--- src/rtl/cond_branch_seq_if.sv ---
// Fetch, branch and condition-evaluation signals of the ECP8 program-counter sequencer.
// master = sequencer side, slave = program memory / execute stage / condition evaluator side.
interface cond_branch_seq_if #(
  parameter int ADDR_WIDTH = 8
);
  // Fetch handshake: a transfer happens on a rising edge where fetch_req && fetch_ack.
  // fetch_req stays high, with fetch_addr stable, until that edge. fetch_ack is ignored
  // whenever fetch_req is low. instr_valid pulses for one cycle after the transfer.
  logic                  fetch_req;
  logic [ADDR_WIDTH-1:0] fetch_addr;
  logic                  fetch_ack;
  logic                  instr_valid;
  logic                  step;
  logic                  br_valid;
  logic [7:0]            br_cond;
  logic [ADDR_WIDTH-1:0] br_target;
  logic [7:0]            cond_code;
  logic                  cond_result;
  logic                  halt;
  logic                  taken;
  logic                  halted;
  logic [ADDR_WIDTH-1:0] pc;
  logic [7:0]            taken_cnt;
  logic [1:0]            state_dbg;

  modport master (
    output fetch_req, fetch_addr, instr_valid, cond_code, taken, halted, pc, taken_cnt, state_dbg,
    input  fetch_ack, step, br_valid, br_cond, br_target, cond_result, halt
  );

  modport slave (
    input  fetch_req, fetch_addr, instr_valid, cond_code, taken, halted, pc, taken_cnt, state_dbg,
    output fetch_ack, step, br_valid, br_cond, br_target, cond_result, halt
  );
endinterface

--- src/rtl/cond_branch_seq.sv ---
// Program-counter sequencer for the ECP8 core: fetch handshake, conditional branch, halt.
// Optional taken-branch counter enabled by defining COND_BRANCH_STATS_EN.
module cond_branch_seq #(
  parameter int                    ADDR_WIDTH   = 8,
  parameter logic [ADDR_WIDTH-1:0] RESET_VECTOR = '0
) (
  input  logic               clk,
  input  logic               rst,
  cond_branch_seq_if.master  bus
);

  typedef enum logic [1:0] {
    ST_FETCH  = 2'd0,
    ST_EXEC   = 2'd1,
    ST_HALTED = 2'd2
  } state_t;

  state_t                state_q, state_d;
  logic [ADDR_WIDTH-1:0] pc_q, pc_d;
  logic                  instr_valid_q, instr_valid_d;
  logic                  taken_q, taken_d;
  logic [ADDR_WIDTH-1:0] pc_inc;

  assign pc_inc = pc_q + ADDR_WIDTH'(1);

  // EXEC event priority: halt, then branch, then step.
  always_comb begin
    state_d       = state_q;
    pc_d          = pc_q;
    instr_valid_d = 1'b0;
    taken_d       = 1'b0;
    case (state_q)
      ST_FETCH: begin
        if (bus.fetch_ack) begin
          state_d       = ST_EXEC;
          instr_valid_d = 1'b1;
        end
      end
      ST_EXEC: begin
        if (bus.halt) begin
          state_d = ST_HALTED;
        end else if (bus.br_valid) begin
          state_d = ST_FETCH;
          if (bus.cond_result) begin
            pc_d    = bus.br_target;
            taken_d = 1'b1;
          end else begin
            pc_d = pc_inc;
          end
        end else if (bus.step) begin
          state_d = ST_FETCH;
          pc_d    = pc_inc;
        end
      end
      ST_HALTED: begin
        state_d = ST_HALTED;
      end
      default: begin
        state_d = ST_FETCH;
      end
    endcase
  end

  always_ff @(posedge clk) begin
    if (rst) begin
      state_q       <= ST_FETCH;
      pc_q          <= RESET_VECTOR;
      instr_valid_q <= 1'b0;
      taken_q       <= 1'b0;
    end else begin
      state_q       <= state_d;
      pc_q          <= pc_d;
      instr_valid_q <= instr_valid_d;
      taken_q       <= taken_d;
    end
  end

  assign bus.fetch_req   = (state_q == ST_FETCH);
  assign bus.fetch_addr  = pc_q;
  assign bus.pc          = pc_q;
  assign bus.instr_valid = instr_valid_q;
  assign bus.taken       = taken_q;
  assign bus.halted      = (state_q == ST_HALTED);
  assign bus.state_dbg   = state_q;
  assign bus.cond_code   = (state_q == ST_EXEC && bus.br_valid) ? bus.br_cond : 8'h00;

`ifdef COND_BRANCH_STATS_EN
  logic [7:0] taken_cnt_q, taken_cnt_d;

  // Counts in step with the taken pulse; sticks at 0xFF.
  always_comb begin
    taken_cnt_d = taken_cnt_q;
    if (taken_d && taken_cnt_q != 8'hFF) begin
      taken_cnt_d = taken_cnt_q + 8'd1;
    end
  end

  always_ff @(posedge clk) begin
    if (rst) begin
      taken_cnt_q <= 8'h00;
    end else begin
      taken_cnt_q <= taken_cnt_d;
    end
  end

  assign bus.taken_cnt = taken_cnt_q;
`else
  assign bus.taken_cnt = 8'h00;
`endif

endmodule
--- src/flat_wrapper.sv ---
// flat-port wrapper written by rule: the top's interface ports become plain ports
module cond_branch_seq_flat 
#(
  parameter int                    ADDR_WIDTH   = 8,
  parameter logic [ADDR_WIDTH-1:0] RESET_VECTOR = '0
)
  (clk, rst, bus_fetch_req, bus_fetch_addr, bus_instr_valid, bus_cond_code, bus_taken, bus_halted, bus_pc, bus_taken_cnt, bus_state_dbg, bus_fetch_ack, bus_step, bus_br_valid, bus_br_cond, bus_br_target, bus_cond_result, bus_halt);
  cond_branch_seq_if #(.ADDR_WIDTH(ADDR_WIDTH)) bus_i ();
  input  logic clk;
  input  logic rst;
  output wire logic [$bits(bus_i.fetch_req)-1:0] bus_fetch_req;
  output wire logic [$bits(bus_i.fetch_addr)-1:0] bus_fetch_addr;
  output wire logic [$bits(bus_i.instr_valid)-1:0] bus_instr_valid;
  output wire logic [$bits(bus_i.cond_code)-1:0] bus_cond_code;
  output wire logic [$bits(bus_i.taken)-1:0] bus_taken;
  output wire logic [$bits(bus_i.halted)-1:0] bus_halted;
  output wire logic [$bits(bus_i.pc)-1:0] bus_pc;
  output wire logic [$bits(bus_i.taken_cnt)-1:0] bus_taken_cnt;
  output wire logic [$bits(bus_i.state_dbg)-1:0] bus_state_dbg;
  input wire logic [$bits(bus_i.fetch_ack)-1:0] bus_fetch_ack;
  input wire logic [$bits(bus_i.step)-1:0] bus_step;
  input wire logic [$bits(bus_i.br_valid)-1:0] bus_br_valid;
  input wire logic [$bits(bus_i.br_cond)-1:0] bus_br_cond;
  input wire logic [$bits(bus_i.br_target)-1:0] bus_br_target;
  input wire logic [$bits(bus_i.cond_result)-1:0] bus_cond_result;
  input wire logic [$bits(bus_i.halt)-1:0] bus_halt;
  assign bus_fetch_req = bus_i.fetch_req;
  assign bus_fetch_addr = bus_i.fetch_addr;
  assign bus_instr_valid = bus_i.instr_valid;
  assign bus_cond_code = bus_i.cond_code;
  assign bus_taken = bus_i.taken;
  assign bus_halted = bus_i.halted;
  assign bus_pc = bus_i.pc;
  assign bus_taken_cnt = bus_i.taken_cnt;
  assign bus_state_dbg = bus_i.state_dbg;
  assign bus_i.fetch_ack = bus_fetch_ack;
  assign bus_i.step = bus_step;
  assign bus_i.br_valid = bus_br_valid;
  assign bus_i.br_cond = bus_br_cond;
  assign bus_i.br_target = bus_br_target;
  assign bus_i.cond_result = bus_cond_result;
  assign bus_i.halt = bus_halt;
  cond_branch_seq #(.ADDR_WIDTH(ADDR_WIDTH), .RESET_VECTOR(RESET_VECTOR)) u_core (.clk(clk), .rst(rst), .bus(bus_i));
endmodule
--- config.mk ---
export PLATFORM = sky130hd
export DESIGN_NAME = cond_branch_seq_flat
export DESIGN_NICKNAME = d
export VERILOG_FILES = /design/src/rtl/cond_branch_seq_if.sv /design/src/rtl/cond_branch_seq.sv /design/src/flat_wrapper.sv
export SDC_FILE = /design/constraint.sdc
export NUM_CORES = 1
export LEC_CHECK = 0
export ABC_CLOCK_PERIOD_IN_PS = 2100
export BUFFER_PORTS_ARGS = -buffer_cell sky130_fd_sc_hd__buf_2
export CORE_MARGIN = 10
export CORE_UTILIZATION = 39
export DETAILED_ROUTE_END_ITERATION = 7
export HOLD_SLACK_MARGIN = 0.1
export PLACE_DENSITY = 0.9
export SLEW_MARGIN = 20
export SYNTH_ARGS = -nofsm -noshare
export SYNTH_HDL_FRONTEND = slang
export SYNTH_SLANG_ARGS = --single-unit
--- constraint.sdc ---
create_clock -name clk -period 2.1 [get_ports clk]
set_input_delay 0.105 -clock clk [delete_from_list [all_inputs] [get_ports clk]]
set_output_delay 0.105 -clock clk [all_outputs]
set_load 0.01 [all_outputs]
==> impl_results.md <==
* Fill count at 220
* Cell area after synthesis at 805.8 um^2
* Antenna-violating nets left at 0
* Max Fclk at 0.6064 GHz
* Flip-flop cell with the highest count after synthesis: sky130_fd_sc_hd__dfxtp_1
* Max-slew violation count at 0
* Wirelength, routed at 2.496 mm
* Die Width at 65.46 um
* Cell-by-cell trace of the critical path: nand2b_2 -> or3_1 -> or3_1 -> a31oi_1
* Share of synthesized flip-flops with an asynchronous set or reset at 0
* Switching power at 146.3 uW
* Number of warnings reported in the yosys synthesis log at 0
* Routed WL per cell at 13.94 um
* Capturing element type of the critical path: flip-flop
* Root Buffer Master: sky130_fd_sc_hd__clkbuf_4
* Clock-pin slew on the worst setup and hold paths at 0.08 ns
* First-pass iteration count of the detailed router at 4
* Peak ir drop on the vdd network at 0.3088 mV
* Largest cells by area after synthesis: sky130_fd_sc_hd__dfxtp_1, sky130_fd_sc_hd__buf_4, sky130_fd_sc_hd__and3_1, sky130_fd_sc_hd__a21oi_1, sky130_fd_sc_hd__o21ai_0
* H-tree level count at 1
* Crit path required time at 2.30 ns
* Total number of nets in the final design at 177
* Cell Rows at 16
* Post-Route Hold Slack at 0.1085 ns
* Final setup violating endpoints at 0
* Vias per inst at 5.056
* First-pass GRT wire length at 3.912 mm
* Worst-case setup margin in the final layout at 0.4510 ns
* Total leakage power at 0.5578 nW
* Delay of the slowest cell on the worst path at 0.48 ns
* Number of buffer and inverter instances along the worst setup path at 0
* Unrepaired setup endpoints after global routing: false
* Number of global-route vias before repair at 897
* # clock sinks at 12
* Total count of hold-check failures in the final report at 0
* Sequential share of power at 0.456
* Synthesis-stage register bit count at 12
* Total Negative Setup Slacks at 0 ns
* Startpoint type of the worst setup path: flip-flop
* Residual overflow from global routing at 0
* Max Fanout on Critical Path at 8
* Final RePlAce weighted congestion at 0.8150
* Crit-path slowest cell: sky130_fd_sc_hd__or3_1
* Port-buffer cells at 52
* Area Overhead vs Synth at 30.75%
* Family with the most delay on the worst path: simple AND/OR/NAND/NOR gates
* Hpwl dp at 2.052 mm
* Cell area power density at 503.9 nW/um^2
* Skew-Pair Late Insertion Delay at 0.27 ns
* Final clock skew at 0.001073 ns
* Tightest slew margin relative to the limit at 0.5588
* Cell type with the highest occurrence count on the critical path: sky130_fd_sc_hd__or3_1
* Clock Path Buffers at 2
* Largest net degree at the start of global routing at 17
* Tcrit/Tclk final at 0.7852
* Slew at the pin closest to its max-slew limit at 0.6614 ns
* Share of the yosys chip area belonging to registers at 0.2981
* Internal Pwr Total at 384.5 uW
* TritonCTS clock tree: built
* Die height at 65.46 um
* Number of clock buffers inserted by TritonCTS at 3
* Outcome: completed
* Ratio of cells with drive above 1 in the final layout at 0.3882
* Type of the most critical hold path: input port to flip-flop
* Combinational group share of total power at 0.196
* Final Core Density at 0.5370
* Pre-CTS setup slack at 0.4764 ns
* Worst endpoint data arrival time at 1.85 ns
* Die Area at 4284 um^2
* Tot GR Track Use at 0.1085
* Critical path class: flip-flop to flip-flop
* Floorplan Core Area at 1962 um^2
* Most area-hungry cell type in the Yosys netlist: sky130_fd_sc_hd__dfxtp_1
* Initial antenna violation count at 0
* Number of remaining DRC errors at 0
* Clock network fraction of total power at 0.348
* Switching part of the total power at 0.2756
* # diodes at 0
* Cell count after synthesis at 106
* Number of placed I/O pins at 61
* Tmin final at 1.649 ns
* Initial detailed-routing violation count at 33
* Via count at 905
* Max_cap viols at 0
* Synthesized area divided by synthesized cell count at 7.602 um^2
* Post-synth EDFFs at 0
* Initial Utilization at 0.4107
* Distinct cells, synth at 32
* Share of Yosys cell area claimed by the top area cell type at 0.2981
-- final timing paths --
| kind | startpoint | endpoint | slack, ns | cells after the start |
|---|---|---|---|---|
| hold / removal | bus_br_target[0] | u_core.bus.fetch_addr[0]$_SDFFE_PP0P_ | 0.11 | 3 |
| setup / recovery | u_core.bus.state_dbg[1]$_SDFFE_PP0P_ | u_core.bus.fetch_addr[0]$_SDFFE_PP0P_ | 0.45 | 4 |
| setup reg to reg | u_core.bus.state_dbg[1]$_SDFFE_PP0P_ | u_core.bus.fetch_addr[0]$_SDFFE_PP0P_ | 0.45 | 4 |
| hold reg to reg | u_core.bus.state_dbg[1]$_SDFFE_PP0P_ | u_core.bus.instr_valid$_SDFF_PP0_ | 0.52 | 1 |
-- logic make-up (layout without fill, tap and decap cells) --
logic type	after synthesis	after routing	synth area share
other	1	8	0.004654
flip-flops	12	12	0.2981
AO/OA/AOI/OAI	25	25	0.1910
multiplexers	1	1	0.01242
buffers and inverters	22	61	0.1786
AND/OR/NAND/NOR	44	44	0.2997
adder cells (fa/ha/maj)	1	1	0.01553
-- state kept, by name, summed over array words and instances (netlist names) --
signal / cells
u_core.bus.instr_valid: 1
u_core.bus.state_dbg: 2
u_core.bus.fetch_addr: 8
u_core.bus.taken: 1
-- power by group through the flow --
| stage | clock (mW) | sequential (mW) | combinational (mW) |
|---|---|---|---|
| final | 0.185 | 0.242 | 0.104 |
| after global routing | 0.203 | 0.244 | 0.115 |
| after CTS | 0.194 | 0.242 | 0.104 |
| after detailed placement | 0 | 0.247 | 0.101 |
| after global placement | 0 | 0.247 | 0.0989 |
| after floorplan | 0 | 0.250 | 0.0646 |
-- synthesized netlist by cell type, drive strengths merged (2+ instances only) --
library cell	n
inv	2
dfxtp	12
clkbuf	4
a31oi	2
o21ai	7
nor4b	2
nor3	4
buf	16
and3	11
or3	2
nor4	2
nand2	7
a21oi	9
nand2b	2
nand3	4
nor2	6
-- metal layers --
layer,track usage,vias up,part of all wire
met5,0,-,0
met4,0.02406,0,0.0032
met3,0.07458,2,0.15
met2,0.1768,51,0.43
met1,0.1125,401,0.41
li1,-,451,-
-- stage by stage --
stage / cells / power, mW / cell area, um^2
finish: 179 / 0.5308 / 1054
global route: 179 / 0.5615 / 1054
CTS: 179 / 0.5399 / 1054
detailed placement: 173 / 0.3485 / 997.2
global placement: 173 / 0.3455 / 997.2
floorplan: 113 / 0.3144 / 832.0
-- layout by cell type (no fill, tap or decap), types with 3 or more instances in the layout --
cell                       Yosys  final
sky130_fd_sc_hd__nor2_1        6      6
sky130_fd_sc_hd__dfxtp_1      12     12
sky130_fd_sc_hd__o21ai_0       7      7
sky130_fd_sc_hd__clkbuf_4      0      3
sky130_fd_sc_hd__conb_1        1      8
sky130_fd_sc_hd__and3_1       11     11
sky130_fd_sc_hd__nand3_1       4      4
sky130_fd_sc_hd__buf_2         0     52
sky130_fd_sc_hd__nand2_1       7      7
sky130_fd_sc_hd__nor3_1        4      4
sky130_fd_sc_hd__a21oi_1       9      9
-- worst reg2reg max path: cells and delay by family (launching register included) --
kind	cells	cell delay (ns)
AO/OA/AOI/OAI	1	0.16
flip-flops	1	0.35
AND/OR/NAND/NOR	3	1.08
-- layout make-up --
class | instances | area [um^2] | area share
Sequential cell | 12 | 240.2 | 0.2280
Timing Repair Buffer | 55 | 287.8 | 0.2732
Inverter | 2 | 7.507 | 0.007126
Multi-Input combinational cell | 79 | 447.9 | 0.4252
Tap cell | 27 | 33.78 | 0.03207
Clock buffer | 4 | 36.28 | 0.03444
-- what timing repair did --
| action | 4_1_cts | 5_1_grt |
|---|---|---|
| buffers inserted | 0 | 0 |
| endpoints found under the hold margin | 2 | 0 |
| resized for setup | 0 | 0 |
| hold buffers | 2 | 0 |
No activity file was read; power rests on OpenSTA's default activity.
